### src/rtl/l2bank_arb.sv
// l2bank_arb: shares the four-bank L2 data array between the request stream
// and the snoop stream. A burst winner owns the banks for all 8 beats; read
// beats are routed back to their owner a fixed BANK_LAT cycles after issue.
// Optional performance counters are enabled with `define L2BANK_ARB_PERF_EN.
module l2bank_arb #(
  parameter int STARVE_LIMIT = 8,
  parameter int BANK_LAT     = 2
) (
  input  logic         clk,
  input  logic         rst,
  input  logic         req_valid,
  input  logic         req_burst,
  input  logic         req_wen,
  input  logic [3:0]   req_way,
  input  logic [11:0]  req_addr,
  input  logic [7:0]   req_wmask,
  input  logic [63:0]  req_wdata,
  output logic         req_beat_ready,
  output logic         req_done,
  input  logic         resp_stall,
  input  logic         snp_valid,
  input  logic         snp_wen,
  input  logic [3:0]   snp_way,
  input  logic [8:0]   snp_set,
  input  logic [63:0]  snp_wdata,
  output logic         snp_beat_ready,
  output logic         snp_done,
  output logic [3:0]   bank_valid,
  output logic         bank_wen,
  output logic [11:0]  bank_addr,
  output logic [7:0]   bank_wmask,
  output logic [63:0]  bank_wdata,
  input  logic [255:0] bank_rdata,
  output logic         rd_req_valid,
  output logic         rd_snp_valid,
  output logic [63:0]  rd_data
`ifdef L2BANK_ARB_PERF_EN
  ,
  output logic [31:0]  perf_req_beats,
  output logic [31:0]  perf_snp_beats,
  output logic [31:0]  perf_conflict_cycles
`endif
);

  localparam logic [1:0] IDLE      = 2'd0;
  localparam logic [1:0] REQ_BURST = 2'd1;
  localparam logic [1:0] SNP_BURST = 2'd2;

  localparam int SW = $clog2(STARVE_LIMIT + 1);
  localparam logic [SW-1:0] STARVE_MAX = SW'(STARVE_LIMIT);

  logic [1:0]    state;
  logic [2:0]    beat;
  logic [SW-1:0] starve_cnt;

  // Return pipeline entry: {valid, owner is snoop, bank index}
  logic [3:0] ret_sr [BANK_LAT];
  logic [3:0] ret_head;

  logic       idle;
  logic       req_elig;
  logic       issue_req;
  logic       issue_snp;
  logic       any_issue;
  logic       single;
  logic [2:0] cur_beat;
  logic [1:0] bank_sel;
  logic       half_sel;
  logic [3:0] way_sel;
  logic [1:0] way_idx;
  logic [8:0] set_sel;
  logic       wen_sel;

  // Grant and issue decision; everything is held off while reset is asserted
  always_comb begin
    idle      = (state == IDLE);
    req_elig  = req_valid & (req_wen | ~resp_stall);
    issue_req = 1'b0;
    issue_snp = 1'b0;
    if (rst) begin
      case (state)
        IDLE: begin
          // a starved eligible request beats a waiting snoop
          issue_snp = snp_valid & ~(req_elig & (starve_cnt == STARVE_MAX));
          issue_req = req_elig & ~issue_snp;
        end
        REQ_BURST: issue_req = req_elig;
        SNP_BURST: issue_snp = snp_valid;
        default: ;
      endcase
    end
  end

  // Beat-to-bank mapping and bank-side datapath for the issuing stream
  always_comb begin
    any_issue = issue_req | issue_snp;
    single    = idle & ~req_burst & issue_req;
    cur_beat  = idle ? 3'd0 : beat;
    bank_sel  = single ? req_addr[1:0] : cur_beat[1:0];
    half_sel  = single ? req_addr[2] : cur_beat[2];
    way_sel   = issue_snp ? snp_way : req_way;
    set_sel   = issue_snp ? snp_set : req_addr[11:3];
    wen_sel   = issue_snp ? snp_wen : req_wen;
    way_idx   = {way_sel[3] | way_sel[2], way_sel[3] | way_sel[1]};

    bank_valid = any_issue ? (4'b0001 << bank_sel) : 4'b0000;
    bank_wen   = any_issue & wen_sel;
    bank_addr  = any_issue ? {way_idx, set_sel, half_sel} : 12'h000;
    bank_wmask = !any_issue ? 8'h00 : (single ? req_wmask : 8'hFF);
    bank_wdata = !any_issue ? 64'h0 : (issue_snp ? snp_wdata : req_wdata);

    req_beat_ready = issue_req;
    snp_beat_ready = issue_snp;
    req_done       = issue_req & (single | ((state == REQ_BURST) & (beat == 3'd7)));
    snp_done       = issue_snp & (state == SNP_BURST) & (beat == 3'd7);
  end

  // Burst ownership and beat sequencing
  always_ff @(posedge clk or negedge rst) begin
    if (!rst) begin
      state <= IDLE;
      beat  <= 3'd0;
    end else begin
      case (state)
        IDLE: begin
          if (issue_snp) begin
            state <= SNP_BURST;
            beat  <= 3'd1;
          end else if (issue_req & req_burst) begin
            state <= REQ_BURST;
            beat  <= 3'd1;
          end
        end
        REQ_BURST, SNP_BURST: begin
          if (any_issue) begin
            beat <= beat + 3'd1;
            if (beat == 3'd7) state <= IDLE;
          end
        end
        default: state <= IDLE;
      endcase
    end
  end

  // Starvation counter: counts cycles a waiting request is passed over
  always_ff @(posedge clk or negedge rst) begin
    if (!rst) begin
      starve_cnt <= '0;
    end else if (idle & issue_req) begin
      starve_cnt <= '0;
    end else if (req_valid & (state != REQ_BURST) & (starve_cnt != STARVE_MAX)) begin
      starve_cnt <= starve_cnt + 1'b1;
    end
  end

  // Fixed-latency read return pipeline tracking owner and bank of each read
  always_ff @(posedge clk or negedge rst) begin
    if (!rst) begin
      for (int i = 0; i < BANK_LAT; i++) ret_sr[i] <= 4'h0;
    end else begin
      ret_sr[0] <= {any_issue & ~wen_sel, issue_snp, bank_sel};
      for (int i = 1; i < BANK_LAT; i++) ret_sr[i] <= ret_sr[i-1];
    end
  end

  // Head of the pipeline selects the returning bank slice
  always_comb begin
    ret_head     = ret_sr[BANK_LAT-1];
    rd_req_valid = ret_head[3] & ~ret_head[2];
    rd_snp_valid = ret_head[3] & ret_head[2];
    rd_data      = ret_head[3] ? bank_rdata[{ret_head[1:0], 6'd0} +: 64] : 64'h0;
  end

`ifdef L2BANK_ARB_PERF_EN
  // Per-stream beat counts and IDLE contention cycles, free-running and wrapping
  always_ff @(posedge clk or negedge rst) begin
    if (!rst) begin
      perf_req_beats       <= 32'd0;
      perf_snp_beats       <= 32'd0;
      perf_conflict_cycles <= 32'd0;
    end else begin
      if (issue_req) perf_req_beats <= perf_req_beats + 32'd1;
      if (issue_snp) perf_snp_beats <= perf_snp_beats + 32'd1;
      if (idle & req_valid & snp_valid) perf_conflict_cycles <= perf_conflict_cycles + 32'd1;
    end
  end
`endif

endmodule

### config.mk
export PLATFORM = sky130hd
export DESIGN_NAME = l2bank_arb
export DESIGN_NICKNAME = d
export VERILOG_FILES = /design/src/rtl/l2bank_arb.sv
export SDC_FILE = /design/constraint.sdc
export NUM_CORES = 1
export LEC_CHECK = 0
export CELL_PAD_IN_SITES_DETAIL_PLACEMENT = 1
export CELL_PAD_IN_SITES_GLOBAL_PLACEMENT = 1
export CORE_AREA = 3 3 228 230
export DETAILED_ROUTE_END_ITERATION = 8
export DIE_AREA = 0 0 231 233
export PLACE_DENSITY_LB_ADDON = 0.3
export REMOVE_ABC_BUFFERS = 1
export SLEW_MARGIN = 20
export SYNTH_ARGS = -nofsm -noshare
export SYNTH_HDL_FRONTEND = slang
export SYNTH_SLANG_ARGS = --single-unit
### constraint.sdc
create_clock -name clk -period 3.55 [get_ports clk]
set_input_delay 1.065 -clock clk [delete_from_list [all_inputs] [get_ports clk]]
set_output_delay 1.065 -clock clk [all_outputs]
set_load 0.02 [all_outputs]
## Yosys cells after proc, flatten, opt, wreduce, memory -nomap -nowiden

Index checks and enable logic that the tools add are counted.

- Add/subtract/negate cells: 2
- Multiplexer cells: 28
- Shifts and indexed selects: 2
- Eq/ne operators: 9
- Reductions and logical operators: 6
- Bitwise operators: 29

Operator list:

| kind | number |
|---|---|
| $shiftx 256x9->64 | 1 |
| $mux 64 | 3 |
| $and 1x1->1 | 18 |
| $mux 4 | 4 |
| $mux 8 | 2 |
| $mux 12 | 1 |
| $mux 3 | 4 |
| $mux 2 | 5 |
| $mux 9 | 1 |
| $not 1->1 | 6 |
| $pmux 3 s2 | 1 |
| $reduce_and 3->1 | 2 |
| $or 1x1->1 | 5 |
| $add 4x1->4 const B | 1 |
| $eq 4x4->1 const B | 1 |
| $mux 1 | 4 |
| $ne 2x2->1 const B | 2 |
| $ne 4x4->1 const B | 1 |
| $pmux 1 s2 | 2 |
| $pmux 2 s2 | 1 |
| $reduce_bool 2->1 | 2 |
| $shl 1x2->4 const A | 1 |
| $add 3x1->3 const B | 1 |
| $eq 3x3->1 const B | 1 |
| other kinds (6) | 6 |

- Output and inout bits: 159
- Word-level logic and storage cells: 81
- Bits of input ports: 429
- Flip-flop bits (word level): 17

## Logic depth before layout (Yosys ltp)

Gate-level depths: netlist (run 1).

- Depth in word-level cells: 14
- Mapped depth: 9
- Depth with buffers taken out: 8

## Least setup slack after synthesis (run 1)

Ideal clock, no wire load.

- Path type: input to output
- Start: input port resp_stall
- End: output port bank_addr[10]
- Buffers on the path: 1
- Required time: 2.485 ns
- Stages: 6
- Path slack: -0.274 ns
- Data arrival time: 2.759 ns
- Path through: nor2b_1 -> nor4_4 -> nor2_1 -> clkbuf_1 -> o21ai_0 -> o21ai_0

RTL lines:

| what | RTL line | source |
|---|---|---|
| start: declaration | 20 | `input logic resp_stall,` |
| $not 1->1 * | 77 | `req_elig = req_valid & (req_wen \| ~resp_stall);` |
| $or 1x1->1 * | 77 |  |
| $and 1x1->1 * | 77 |  |
| $and 1x1->1 * | 84 | `issue_snp = snp_valid & ~(req_elig & (starve_cnt == STARVE_MAX));` |
| $not 1->1 * | 84 |  |
| $and 1x1->1 * | 84 |  |
| $pmux 1 s2 * | 81 | `case (state)` |
| $mux 1 * | 80 | `if (rst) begin` |
| net snp_beat_ready | 26 | `output logic snp_beat_ready,` |
| $mux 4 | 101 | `way_sel = issue_snp ? snp_way : req_way;` |
| $or 1x1->1 | 104 | `way_idx = {way_sel[3] \| way_sel[2], way_sel[3] \| way_sel[1]};` |
| $mux 12 * | 108 | `bank_addr = any_issue ? {way_idx, set_sel, half_sel} : 12'h000;` |
| end: declaration | 30 | `output logic [11:0] bank_addr,` |

The timed path passes the listed nets; every way through them passes the cells marked *.

## Worst setup path in the final report (run 1)

- Start: input port req_valid
- End: output port bank_addr[4]

- Cells in the longest elaborated chain, start to end: 10

Ends and longest elaborated chain:

| what | RTL line | source |
|---|---|---|
| start: declaration | 11 | `input logic req_valid,` |
| $and 1x1->1 * | 77 |  |
| $and 1x1->1 | 84 |  |
| $not 1->1 | 84 |  |
| $and 1x1->1 | 84 |  |
| $not 1->1 | 85 | `issue_req = req_elig & ~issue_snp;` |
| $and 1x1->1 | 85 |  |
| $pmux 1 s2 | 81 |  |
| $mux 1 | 80 |  |
| $or 1x1->1 | 96 | `any_issue = issue_req \| issue_snp;` |
| $mux 12 * | 108 |  |

Every way passes the cells marked *; elsewhere a longest branch is shown, timed or not.

==> results of run 1 <==
[routing by layer]
| metal | track usage | wire length, um | vias up | part of all wire |
|---|---|---|---|---|
| met5 | 0 | 27 | - | 0.00072 |
| met4 | 0.0436 | 1460 | 4 | 0.039 |
| met3 | 0.0400 | 3410 | 44 | 0.091 |
| met2 | 0.256 | 20400 | 392 | 0.54 |
| met1 | 0.130 | 12400 | 2955 | 0.33 |
| li1 | - | - | 2731 | - |
[cell usage in the layout, fill, tap and decap left out, types with 3 or more instances in the layout]
cell                              instances
sky130_fd_sc_hd__a21oi_1                  4
sky130_fd_sc_hd__a22o_1                  67
sky130_fd_sc_hd__a22o_4                   6
sky130_fd_sc_hd__and2_1                  66
sky130_fd_sc_hd__buf_12                  13
sky130_fd_sc_hd__buf_2                    3
sky130_fd_sc_hd__buf_4                   86
sky130_fd_sc_hd__buf_6                   96
sky130_fd_sc_hd__buf_8                    7
sky130_fd_sc_hd__clkbuf_16                3
sky130_fd_sc_hd__clkbuf_2                 4
sky130_fd_sc_hd__clkdlybuf4s15_1          6
sky130_fd_sc_hd__clkdlybuf4s15_2          7
sky130_fd_sc_hd__clkdlybuf4s50_1        420
sky130_fd_sc_hd__dfrtp_1                 14
sky130_fd_sc_hd__diode_2                  4
sky130_fd_sc_hd__dlygate4sd2_1           26
sky130_fd_sc_hd__ha_1                     7
sky130_fd_sc_hd__inv_1                    5
sky130_fd_sc_hd__mux4_2                  64
sky130_fd_sc_hd__nand2_1                  7
sky130_fd_sc_hd__nor2_1                  21
sky130_fd_sc_hd__nor2_2                   3
sky130_fd_sc_hd__nor2_4                   7
sky130_fd_sc_hd__nor2b_1                  5
sky130_fd_sc_hd__o21ai_0                  5
sky130_fd_sc_hd__o21ai_2                  3
[synth_stat cells, types with 2 or more instances]
cell type and number:
sky130_fd_sc_hd__ha_1 7, sky130_fd_sc_hd__a21oi_1 4, sky130_fd_sc_hd__buf_1 2, sky130_fd_sc_hd__o21ai_0 9, sky130_fd_sc_hd__nor3_1 2, sky130_fd_sc_hd__a31oi_1 2, sky130_fd_sc_hd__and2_1 67, sky130_fd_sc_hd__inv_1 7
sky130_fd_sc_hd__and3_1 2, sky130_fd_sc_hd__a22o_1 73, sky130_fd_sc_hd__buf_6 7, sky130_fd_sc_hd__nor3b_1 2, sky130_fd_sc_hd__nand2_1 9, sky130_fd_sc_hd__o2bb2ai_1 2, sky130_fd_sc_hd__mux4_2 64, sky130_fd_sc_hd__buf_2 7
sky130_fd_sc_hd__nor2_1 31, sky130_fd_sc_hd__nor2b_1 7, sky130_fd_sc_hd__nand3_1 2, sky130_fd_sc_hd__mux2i_1 2, sky130_fd_sc_hd__dfrtp_1 17, sky130_fd_sc_hd__xor2_1 2, sky130_fd_sc_hd__clkbuf_1 24, sky130_fd_sc_hd__nor4_4 2
[area by class of cell]
class | instances | area (um2) | share of cell area
Timing Repair Buffer | 670 | 6750 | 0.586
Tap cell | 672 | 841 | 0.0729
Clock buffer | 3 | 75.1 | 0.00651
Multi-Input combinational cell | 303 | 3380 | 0.293
Sequential cell | 17 | 434 | 0.0377
Inverter | 7 | 28.8 | 0.00250
Clock inverter | 1 | 5.00 | 0.000434
Antenna cell | 4 | 10.0 | 0.000868
[cell families (layout without fill, tap and decap cells)]
| group | count (synthesis) | after routing | share of synthesized area |
|---|---|---|---|
| adders and majority gates | 7 | 7 | 0.0230 |
| AOI/OAI and AO/OA | 99 | 99 | 0.217 |
| DFF | 17 | 17 | 0.112 |
| muxes | 66 | 66 | 0.384 |
| and+or+nand+nor | 128 | 128 | 0.195 |
| other | 0 | 4 | 0 |
| xor gates and xnor gates | 3 | 3 | 0.00690 |
| buffers and inverters | 47 | 681 | 0.0624 |
[power by group through the flow]
| stage | Clock [W] | Combinational, W | Sequential (W) |
|---|---|---|---|
| 2_1_floorplan | 0 | 0.00154 | 0.000521 |
| 3_5_place_dp | 0 | 0.00339 | 0.000341 |
| 4_1_cts | 0.000233 | 0.00362 | 0.000338 |
| 5_1_grt | 0.000243 | 0.00385 | 0.000347 |
| 6_report | 0.000228 | 0.00360 | 0.000333 |
| 3_3_place_gp | 0 | 0.00339 | 0.000337 |
[registers in the layout, indices dropped and copies added, names as in the netlist]
register,cells
beat,3
state,2
ret_sr,4
ret_head,4
starve_cnt,4
[worst max path at each step]
stage | to | depth (start not counted) | start | slack [ps]
final | bank_addr[4] | 12 | req_valid | -280
after global routing | bank_addr[4] | 12 | resp_stall | -390
after CTS | bank_wdata[57] | 12 | resp_stall | -370
after detailed placement | bank_wdata[39] | 9 | req_valid | -1090
after global placement | bank_wdata[39] | 10 | req_wen | -1050
after floorplan | bank_addr[10] | 4 | resp_stall | -2910
[worst max-delay path, delay by kind of cell]
kind | cells | cell delay (ps)
AND/OR/NAND/NOR | 2 | 590
buffers and inverters | 8 | 880
AO/OA/AOI/OAI | 2 | 210
[metrics by stage]
step	setup WS, ps	TNS, ps
2_1_floorplan	-2910	-279370
3_3_place_gp	-1050	-93150
3_5_place_dp	-1090	-95580
4_1_cts	-369	-18320
5_1_grt	-388	-20340
6_report	-284	-11910
[what timing repair did]
action	4_1_cts	5_1_grt
gates resized for setup	610	88
setup endpoints to repair	134	99
hold buffers	0	0
cloned	6	0
pin swaps	22	28
setup buffers	28	9
==> impl_summary.log, run 1 <==
[metrics] Worst Reg2Reg Path Length in Cells: 11
[metrics] DP HPWL: 32200 um
[metrics] largest vdd supply drop: approximately 0.19 mV
[metrics] final-layout worst hold slack: 347 ps
[metrics] result of the run: complete, but fails checks
[metrics] combinational cell fraction of total power: 0.865
[metrics] Net Switching: 0.00177 W
[metrics] clock tree from TritonCTS: yes
[metrics] via density per instance: 3.65
[metrics] RD Place Congestion: 0.812
[metrics] delay contributed by the slowest stage of the critical path: 300 ps
[metrics] synthesized cell area: 0.00381 mm2
[metrics] violated checks: negative setup slack
[metrics] number of nets in the final layout: 1438
[metrics] share of power burned in registers: 0.080
[metrics] fraction of registers with async set or reset after synthesis: 1.00
[metrics] #FFs+latches synth: 17
[metrics] Pleak: 4.59 nW
[metrics] fmax: roughly 260 MHz
[metrics] portion of the clock cycle consumed by the worst path in the final layout: 1.08
[metrics] area of the placeable core: between 0.05 and 0.06 mm2
[metrics] destination of the worst register-to-register timing path: beat[2]
[metrics] final clock skew: 0.810 ps
[metrics] sort of element at the start of the critical path: input pin
[metrics] WP data arrival: about 2800 ps
[metrics] pin count of the biggest net entering global routing: 67
[metrics] average instance area after synthesis: 10.4 um2
[metrics] worst-case clock buffer depth: 2
[metrics] sink of the worst hold path: ret_head[0]
[metrics] final core utilization: 0.230
[metrics] Row Count: about 80
[metrics] Synth area leaders: sky130_fd_sc_hd__mux4_2 (38%), sky130_fd_sc_hd__a22o_1 (17%), sky130_fd_sc_hd__dfrtp_1 (11%)
[metrics] count of cells along the worst hold path: 0
[metrics] Synth Warn #: 0
[metrics] Layout fillers: roughly 5900
[metrics] DR iter-0 viols: 209
[metrics] PortBufs: 585
[metrics] critical hold path startpoint: ret_sr[4]
[metrics] I/O Pins: 588
[metrics] via count of the first global-routing pass: 6947
[metrics] launching point of the worst reg2reg path: state[1]
[metrics] master cell of the clock root buffer: sky130_fd_sc_hd__clkbuf_16
[metrics] All-Layer GR Usage: 0.131
[metrics] sequential element share of the synthesized area: 0.112
[metrics] crit path time final: 3830 ps
[metrics] Cell variety after synth: 38
[metrics] post-layout worst setup margin: -284 ps
[metrics] number of maximum-capacitance constraint violations: 0
[metrics] final global-route overflow total: 0
[metrics] post-synthesis to final-layout area growth: 203%
[metrics] measured slew at the worst slew-check pin: 671 ps
[metrics] antenna violations before repair: 12
[metrics] length of the first detailed-routing pass in iterations: 4
[metrics] # DRC: 0
[metrics] cell area after placement: 0.0107 mm2
[metrics] r2r setup slk: 1260 ps
[metrics] gate count of the mapped netlist: 367
[metrics] part of the power in the clock network: 0.055
[metrics] Yosys top cell by area: sky130_fd_sc_hd__mux4_2
[metrics] first-pass GRT wire length: a little over 50000 um
[metrics] cells along the critical path: buf_4 > inv_4 > nor4_4 > a21oi_2 > nor4_4 > buf_4 > buf_12 > buf_12 > buf_8 > buf_6 > a22o_1 > buf_6
[metrics] total via count after detailed routing: 6126
[metrics] data required time of the worst path: 2480 ps
[metrics] Final Routed Wirelength: 37700 um
[metrics] number of CTS-inserted buffers: 3
[metrics] total internal power: 0.00239 W
[metrics] DP Cell Count: 1636
[metrics] final cell count without fillers: 1677
[metrics] Worst-path clk slew: 50 ps
[metrics] count of clock tree sinks: 17
[metrics] Sw Share: 0.426
[metrics] worst hold-check path type: register to register
[metrics] max-slew headroom at the worst pin: 0.552
[metrics] count of endpoints failing setup in the final report: 82
[metrics] share of layout cells above drive strength 1: 0.329
[metrics] crit path kind: input pin to output pin
[metrics] effective utilization at floorplan: 0.0760
[metrics] Post-DRT Antenna Nets: 0
[metrics] total power draw: 0.00417 W
[metrics] Post-Layout Inst Area: 0.0115 mm2
[metrics] area share of the largest cell type after synthesis: 0.379
[metrics] area enclosed by the die boundary: around 0.054 mm2
[metrics] Critical-path top delay cell: sky130_fd_sc_hd__nor4_4
[metrics] hold violation total from the final report: 0
[metrics] Horiz. Die Dim: between 200 and 250 um
[metrics] clock latency of the later-clocked register in the worst-skew pair: 250 ps
[metrics] per-cell routed wire length: 22.5 um
[metrics] peak fanout along the critical path: 5
[metrics] Die Span Y: 233 um
[metrics] count of flip-flops with a built-in enable after synthesis: 0
[metrics] category of the worst setup path capture point: output pin
[metrics] areal power density over the cells: 361 mW/mm2
[metrics] unrepaired setup endpoints after global routing: true
[metrics] dominant synthesized flop cell: sky130_fd_sc_hd__dfrtp_1
[metrics] H-Tree Depth: 1
[metrics] final number of max-transition violations: 0
(Power assumes the default switching activity.)
==> run 2: changes to the inputs <==
- CELL_PAD_IN_SITES_DETAIL_PLACEMENT: 1 -> 0
- CTS_CLUSTER_SIZE: not set -> 10
==> run 2 against run 1 <==
Die area unchanged. The flow still finishes with violations (negative setup slack). Critical endpoint is now bank_wdata[27]. Sequential share of layout area barely moved. Highest routed layer unchanged. Final cell count is essentially flat.
==> impl_summary.log, run 2 (same netlist as run 1, synthesis figures left out) <==
[metrics] antenna violations before repair: 12
[metrics] final global-route overflow total: 0
[metrics] count of endpoints failing setup in the final report: 85
[metrics] count of cells along the worst hold path: 0
[metrics] areal power density over the cells: 359 mW/mm2
[metrics] share of layout cells above drive strength 1: 0.329
[metrics] RD Place Congestion: about 0.8
[metrics] effective utilization at floorplan: 0.0760
[metrics] area of the placeable core: 0.0501 mm2
[metrics] Worst Reg2Reg Path Length in Cells: 10
[metrics] pin count of the biggest net entering global routing: 67
[metrics] crit path kind: input pin to output pin
[metrics] DR iter-0 viols: about 180
[metrics] Post-DRT Antenna Nets: 0
[metrics] total via count after detailed routing: 6102
[metrics] final cell count without fillers: 1678
[metrics] DP Cell Count: 1636
[metrics] hold violation total from the final report: 0
[metrics] final-layout worst hold slack: ~350 ps
[metrics] max-slew headroom at the worst pin: 0.569
[metrics] Pleak: 4.61 nW
[metrics] Post-Layout Inst Area: 0.0116 mm2
[metrics] launching point of the worst reg2reg path: state[1]
[metrics] data required time of the worst path: 2480 ps
[metrics] peak fanout along the critical path: 6
[metrics] category of the worst setup path capture point: output pin
[metrics] DP HPWL: 31500 um
[metrics] master cell of the clock root buffer: sky130_fd_sc_hd__clkbuf_16
[metrics] number of nets in the final layout: 1440
[metrics] worst hold-check path type: register to register
[metrics] largest vdd supply drop: 0.170 mV
[metrics] clock latency of the later-clocked register in the worst-skew pair: 250 ps
[metrics] # DRC: 0
[metrics] measured slew at the worst slew-check pin: roughly 640 ps
[metrics] H-Tree Depth: 1
[metrics] via density per instance: 3.64
[metrics] length of the first detailed-routing pass in iterations: 4
[metrics] Worst-path clk slew: 50 ps
[metrics] Layout fillers: about 5500
[metrics] critical hold path startpoint: ret_sr[5]
[metrics] sort of element at the start of the critical path: input pin
[metrics] All-Layer GR Usage: 0.126
[metrics] highest-count cells in the layout ignoring fill and taps: sky130_fd_sc_hd__clkdlybuf4s50_1 (420), sky130_fd_sc_hd__buf_6 (94), sky130_fd_sc_hd__buf_4 (89)
[metrics] unrepaired setup endpoints after global routing: true
[metrics] post-layout worst setup margin: -299 ps
[metrics] number of maximum-capacitance constraint violations: 0
[metrics] quantity of hold-fixing buffers added after cts: 0
[metrics] Die Span Y: 233 um
[metrics] PortBufs: around 590
[metrics] portion of the clock cycle consumed by the worst path in the final layout: 1.08
[metrics] destination of the worst register-to-register timing path: beat[2]
[metrics] clock tree from TritonCTS: yes
[metrics] fmax: approximately 260 MHz
[metrics] most common library cell in the layout ignoring fill and taps: sky130_fd_sc_hd__clkdlybuf4s50_1
[metrics] via count of the first global-routing pass: 6651
[metrics] post-synthesis to final-layout area growth: 204%
[metrics] area enclosed by the die boundary: 0.0538 mm2
[metrics] result of the run: complete, but fails checks
[metrics] final number of max-transition violations: 0
[metrics] r2r setup slk: 1190 ps
[metrics] final clock skew: 3.50 ps
[metrics] Horiz. Die Dim: 231 um
[metrics] WP data arrival: 2780 ps
[metrics] sink of the worst hold path: ret_head[1]
[metrics] Row Count: 82
[metrics] per-cell routed wire length: roughly 22 um
[metrics] I/O Pins: 588
[metrics] number of CTS-inserted buffers: 3
[metrics] worst-case clock buffer depth: 2
[metrics] first-pass GRT wire length: 49000 um
[metrics] count of clock tree sinks: 17
[metrics] Final Routed Wirelength: 36600 um
[metrics] cell area after placement: 0.0107 mm2
[metrics] crit path time final: 3850 ps
[metrics] violated checks: negative setup slack
[run 2: cell type report]
cell class | instances | area (um2) | area share
Multi-Input combinational cell | 303 | 3400 | 0.294
Tap cell | 672 | 841 | 0.0727
Clock buffer | 3 | 75.1 | 0.00649
Timing Repair Buffer | 672 | 6780 | 0.586
Sequential cell | 17 | 434 | 0.0375
Inverter | 7 | 28.8 | 0.00249
Antenna cell | 3 | 7.51 | 0.000649
Clock inverter | 1 | 5.00 | 0.000433
[run 2: timing repair]
item	CTS	global route
cloned	7	0
buffers inserted	30	5
endpoints found under the setup margin	134	96
pin swaps	19	22
resized for setup	635	60
[run 2: layer usage]
metal,vias up,part of all wire,global-route usage
met5,-,0.00019,0
met4,2,0.039,0.0484
met3,44,0.088,0.0386
met2,392,0.53,0.244
met1,2925,0.34,0.125
li1,2739,-,-
[run 2: worst max-delay path, cell delays in order]
cell	delay [ps]
sky130_fd_sc_hd__buf_6	90
sky130_fd_sc_hd__nor2b_4	140
sky130_fd_sc_hd__nor4_4	300
sky130_fd_sc_hd__a21oi_2	70
sky130_fd_sc_hd__nor4_4	290
sky130_fd_sc_hd__buf_4	160
sky130_fd_sc_hd__buf_12	140
sky130_fd_sc_hd__buf_12	110
sky130_fd_sc_hd__buf_8	100
sky130_fd_sc_hd__buf_6	90
sky130_fd_sc_hd__a22o_4	110
sky130_fd_sc_hd__buf_6	110
[run 2: how the worst max path moves through the flow]
| stage | startpoint | depth (start not counted) | slack, ps | endpoint |
|---|---|---|---|---|
| finish | resp_stall | 12 | -300 | bank_wdata[27] |
| global route | resp_stall | 12 | -410 | bank_wdata[27] |
| CTS | resp_stall | 12 | -310 | bank_wdata[8] |
| detailed placement | req_wen | 10 | -1050 | bank_wdata[39] |
| global placement | req_wen | 10 | -1050 | bank_wdata[39] |
| floorplan | resp_stall | 4 | -2910 | bank_addr[10] |
[run 2: power by group]
| group | switching [W] | total, W | leakage [nW] | internal (W) |
|---|---|---|---|---|
| registers | 0.0000599 | 0.000333 | 0.212 | 0.000273 |
| clock network | 0.0000773 | 0.000228 | 0.0409 | 0.000151 |
| logic | 0.00163 | 0.00359 | 4.36 | 0.00196 |
[run 2: metrics by stage]
| step | TNS, ps | utilization | setup WS [ps] | total power, W |
|---|---|---|---|---|
| finish | -15670 | 0.231 | -299 | 0.00415 |
| global route | -25160 | 0.231 | -410 | 0.00442 |
| CTS | -14470 | 0.229 | -310 | 0.00416 |
| detailed placement | -93370 | 0.215 | -1050 | 0.00371 |
| global placement | -93150 | 0.215 | -1050 | 0.00373 |
| floorplan | -279370 | - | -2910 | 0.00206 |
==> run 3: changes to the inputs <==
- CTS_CLUSTER_SIZE: 10 -> 14
- SLEW_MARGIN: 20 -> 5
==> results of run 3 <==
No change in the layout: final DEF, timing and power equal those of run 2.
==> variant (config.mk and constraints of run 3) <==
Build with the macro `L2BANK_ARB_PERF_EN` defined.
--- a/src/rtl/l2bank_arb.sv
+++ b/src/rtl/l2bank_arb.sv
@@ -4,2 +4,4 @@
 // Optional performance counters are enabled with `define L2BANK_ARB_PERF_EN.
+`define L2BANK_ARB_PERF_EN
+
 module l2bank_arb #(
Formal check against the unedited RTL (old outputs only; new: perf_conflict_cycles, perf_req_beats and perf_snp_beats): equivalent (equiv_simple and equiv_induct, registers matched by name and starting in step).
==> variant against run 3 <==
  * Total power rose by 88%
  * Critical endpoint is now bank_wdata[57]
  * Area after synthesis rose by 110%
  * Sequential share of layout area rose by 13 points
  * Setup slack improved by 0.25 ns
  * Largest cell class unchanged
  * Critical path depth fell by 2
  * Final area rose by 49%
  * Wire length rose by 58%
  * The run still ends with setup timing left
  * Sequential cell count rose by 96
  * Hold slack improved by 0.00066 ns
==> variant: results (changes against run 3) <==
Layout
  – Share of layout cells above drive strength 1: 24.6% (was 32.9%)
  – Filler cells: 5264 (was 5541)
  – Top flop regs: perf_conflict_cycles: 32 flops, perf_req_beats: 32 flops, perf_snp_beats: 32 flops
  – Nets: 1918 (was 1440)

CTS
  – Cts bufs inserted: 17 (was 3)
  – Worst-skew pair later-pin latency: 0.43 ns (was 0.25 ns)
  – CTS HTree Levels: 4 (was 1)
  – Clock buffer depth: 2 (unchanged)
  – Clock root cell: clkbuf_16 (unchanged)
  – Clk pin slew, worst setup/hold paths: 0.05 ns (about the same)

Synth
  – Synth Warn #: 0 (unchanged)
  – Distinct cell type count of the synthesized netlist: 47 (was 38)
  – Post-synthesis async set-or-reset flop share: 100% (unchanged)
  – Syn Inst Count: 735 (was 367)
  – Top cells by count, synth: 113 x dfrtp_1, 76 x a22o_1, 72 x xnor2_1, 66 x and2_1, 64 x mux4_2 (was 73 x a22o_1, 67 x and2_1, 64 x mux4_2, 31 x nor2_1, 24 x clkbuf_1)
  – Sequential share of the synthesized area: 35.2% (was 11.2%)
  – Synth area leaders: dfrtp_1 35%, mux4_2 18%, a22o_1 8.3% (was mux4_2 38%, a22o_1 17%, dfrtp_1 11%)

Placement
  – GPL Wtd Cong: 0.890 (was 0.812)
  – Placed insts: 2107 (was 1636)
  – IO Port Bufs: 681 (was 585)
  – HPWL Detailed: 49.1 mm (was 31.5 mm)

Timing
  – Fin Clk Skew: 0.00898 ns (was 0.00350 ns)
  – Final Setup Violations: 23 (was 85)
  – Final hold viol count: 0 (unchanged)
  – Final setup margin: -0.0523 ns (was -0.299 ns)
  – Slew @ Worst Pin: 0.949 ns (was 0.645 ns)
  – Final setup TNS: -0.331 ns (was -15.67 ns)

Global routing
  – Tot GR Track Use: 20.7% (was 12.6%)
  – First-pass GRT wire length: 78.3 mm (was 49.0 mm)
  – Vias in the first global route: 10148 (was 6651)
  – Largest net degree at the start of global routing: 67 (unchanged)
  – Initial antenna violation count: 37 (was 12)

Routing
  – DR iter-0 viols: 424 (was 175)
  – First drt pass iteration count: 5 (was 4)
  – Routed WL per cell: 26.6 um (was 21.8 um)
  – DR vias/cell: 4.39 (was 3.64)
  – Drt total wl: 58.0 mm (was 36.6 mm)

Power and ir drop
  – Maximum VDD drop: 0.000327 V (was 0.000170 V)
  – Pleak: 7.08 nW (was 4.61 nW)

Hold path
  – Hold Path Cell Cnt: 0 (unchanged)
  – Hold Crit Start: ret_sr[4] (was ret_sr[5])
  – HP Class: register to register (unchanged)
  – Hold Crit Endpoint: ret_head[0] (was ret_head[1])

Critical path
  – Worst Path Max Fanout: 10 (was 6)
  – Critical R2R Launch: starve_cnt[0] (was state[1])
  – Data arrival, critical path: 2.54 ns (was 2.78 ns)
  – Reg2reg path depth: 11 (was 10)
  – End of the worst register-to-register path: perf_snp_beats[9] (was beat[2])

Run status
  – Failing checks: setup timing (unchanged)
  – Status: finished, violations left (unchanged)
-- variant: cell count changes after synthesis, moves of 16 or more --
cell / change
nand3_1: +38
xnor2_1: +71
nand2_1: +38
xor2_1: +22
nand4_1: +29
dfrtp_1: +96
nor3_1: +16
-- variant: logic make-up (layout without fill, tap and decap cells) --
group,count (synthesis),after routing,synth area share (%)
AND/OR/NAND/NOR,271,271,19.4
adder cells (fa/ha/maj),10,10,1.56
AO/OA/AOI/OAI,113,113,11.3
multiplexers,68,68,18.5
flip-flops,113,113,35.2
XOR/XNOR,96,96,10.5
other,0,16,0
buffers and inverters,64,821,3.57
-- variant: per-stage QoR --
step	utilization, %	hold slack, ns	setup slack, ns	instance area, sq um
3_3_place_gp	32.2	0.333	-1.03	16100
5_1_grt	34.5	0.356	-0.0876	17300
2_1_floorplan	-	0.331	-4.29	7800
3_5_place_dp	32.2	0.337	-1.04	16100
4_1_cts	34.4	0.349	-0.279	17200
6_report	34.5	0.348	-0.0523	17300
-- variant: critical path: stages --
cell and delay, ns:
buf_6 0.07, nand2b_4 0.14, nand3_1 0.09, buf_6 0.16, nor3_4 0.27, buf_6 0.17, buf_12 0.13, buf_12 0.12
a22o_1 0.17, buf_6 0.13
-- variant: what timing repair did --
item | in CTS | in global routing
hold endpoints to repair | 0 | 0
buffers inserted | 24 | 7
gates cloned | 6 | 2
pin swaps | 13 | 29
resized for setup | 651 | 81
hold buffers | 0 | 0
setup endpoints to repair | 144 | 109
-- variant: per-layer routing --
layer / wire (um) / global-route usage [%]
met4: 2250 / 8.91
met1: 18700 / 19.9
met3: 3950 / 5.14
met5: 13 / 0
met2: 33000 / 41.2
-- variant: worst max-delay path by stage --
stage                     startpoint              to  slack [ns]  depth (start not counted)
final                        req_wen  bank_wdata[57]       -0.05                         10
after global routing        state[1]  bank_wdata[57]       -0.09                         11
after CTS                    req_wen   bank_wdata[0]       -0.28                         13
after detailed placement     req_wen  bank_wdata[57]       -1.04                          9
after global placement       req_wen  bank_wdata[57]       -1.03                          9
after floorplan            req_valid    bank_addr[1]       -4.29                          5
-- variant: cell type report --
type,count,share of cell area [%]
antenna,16,0.232
inverter,14,0.304
tap,672,4.87
clock inverter,13,1.20
multi-input combinational,558,29.5
sequential,113,16.4
clock buffer,19,2.51
timing repair buffer,775,45.0
-- variant: where the power goes --
group | internal (mW) | switching, mW
clock network | 1.25 | 0.641
logic | 2.31 | 1.95
registers | 1.44 | 0.229
total | 5.00 | 2.82
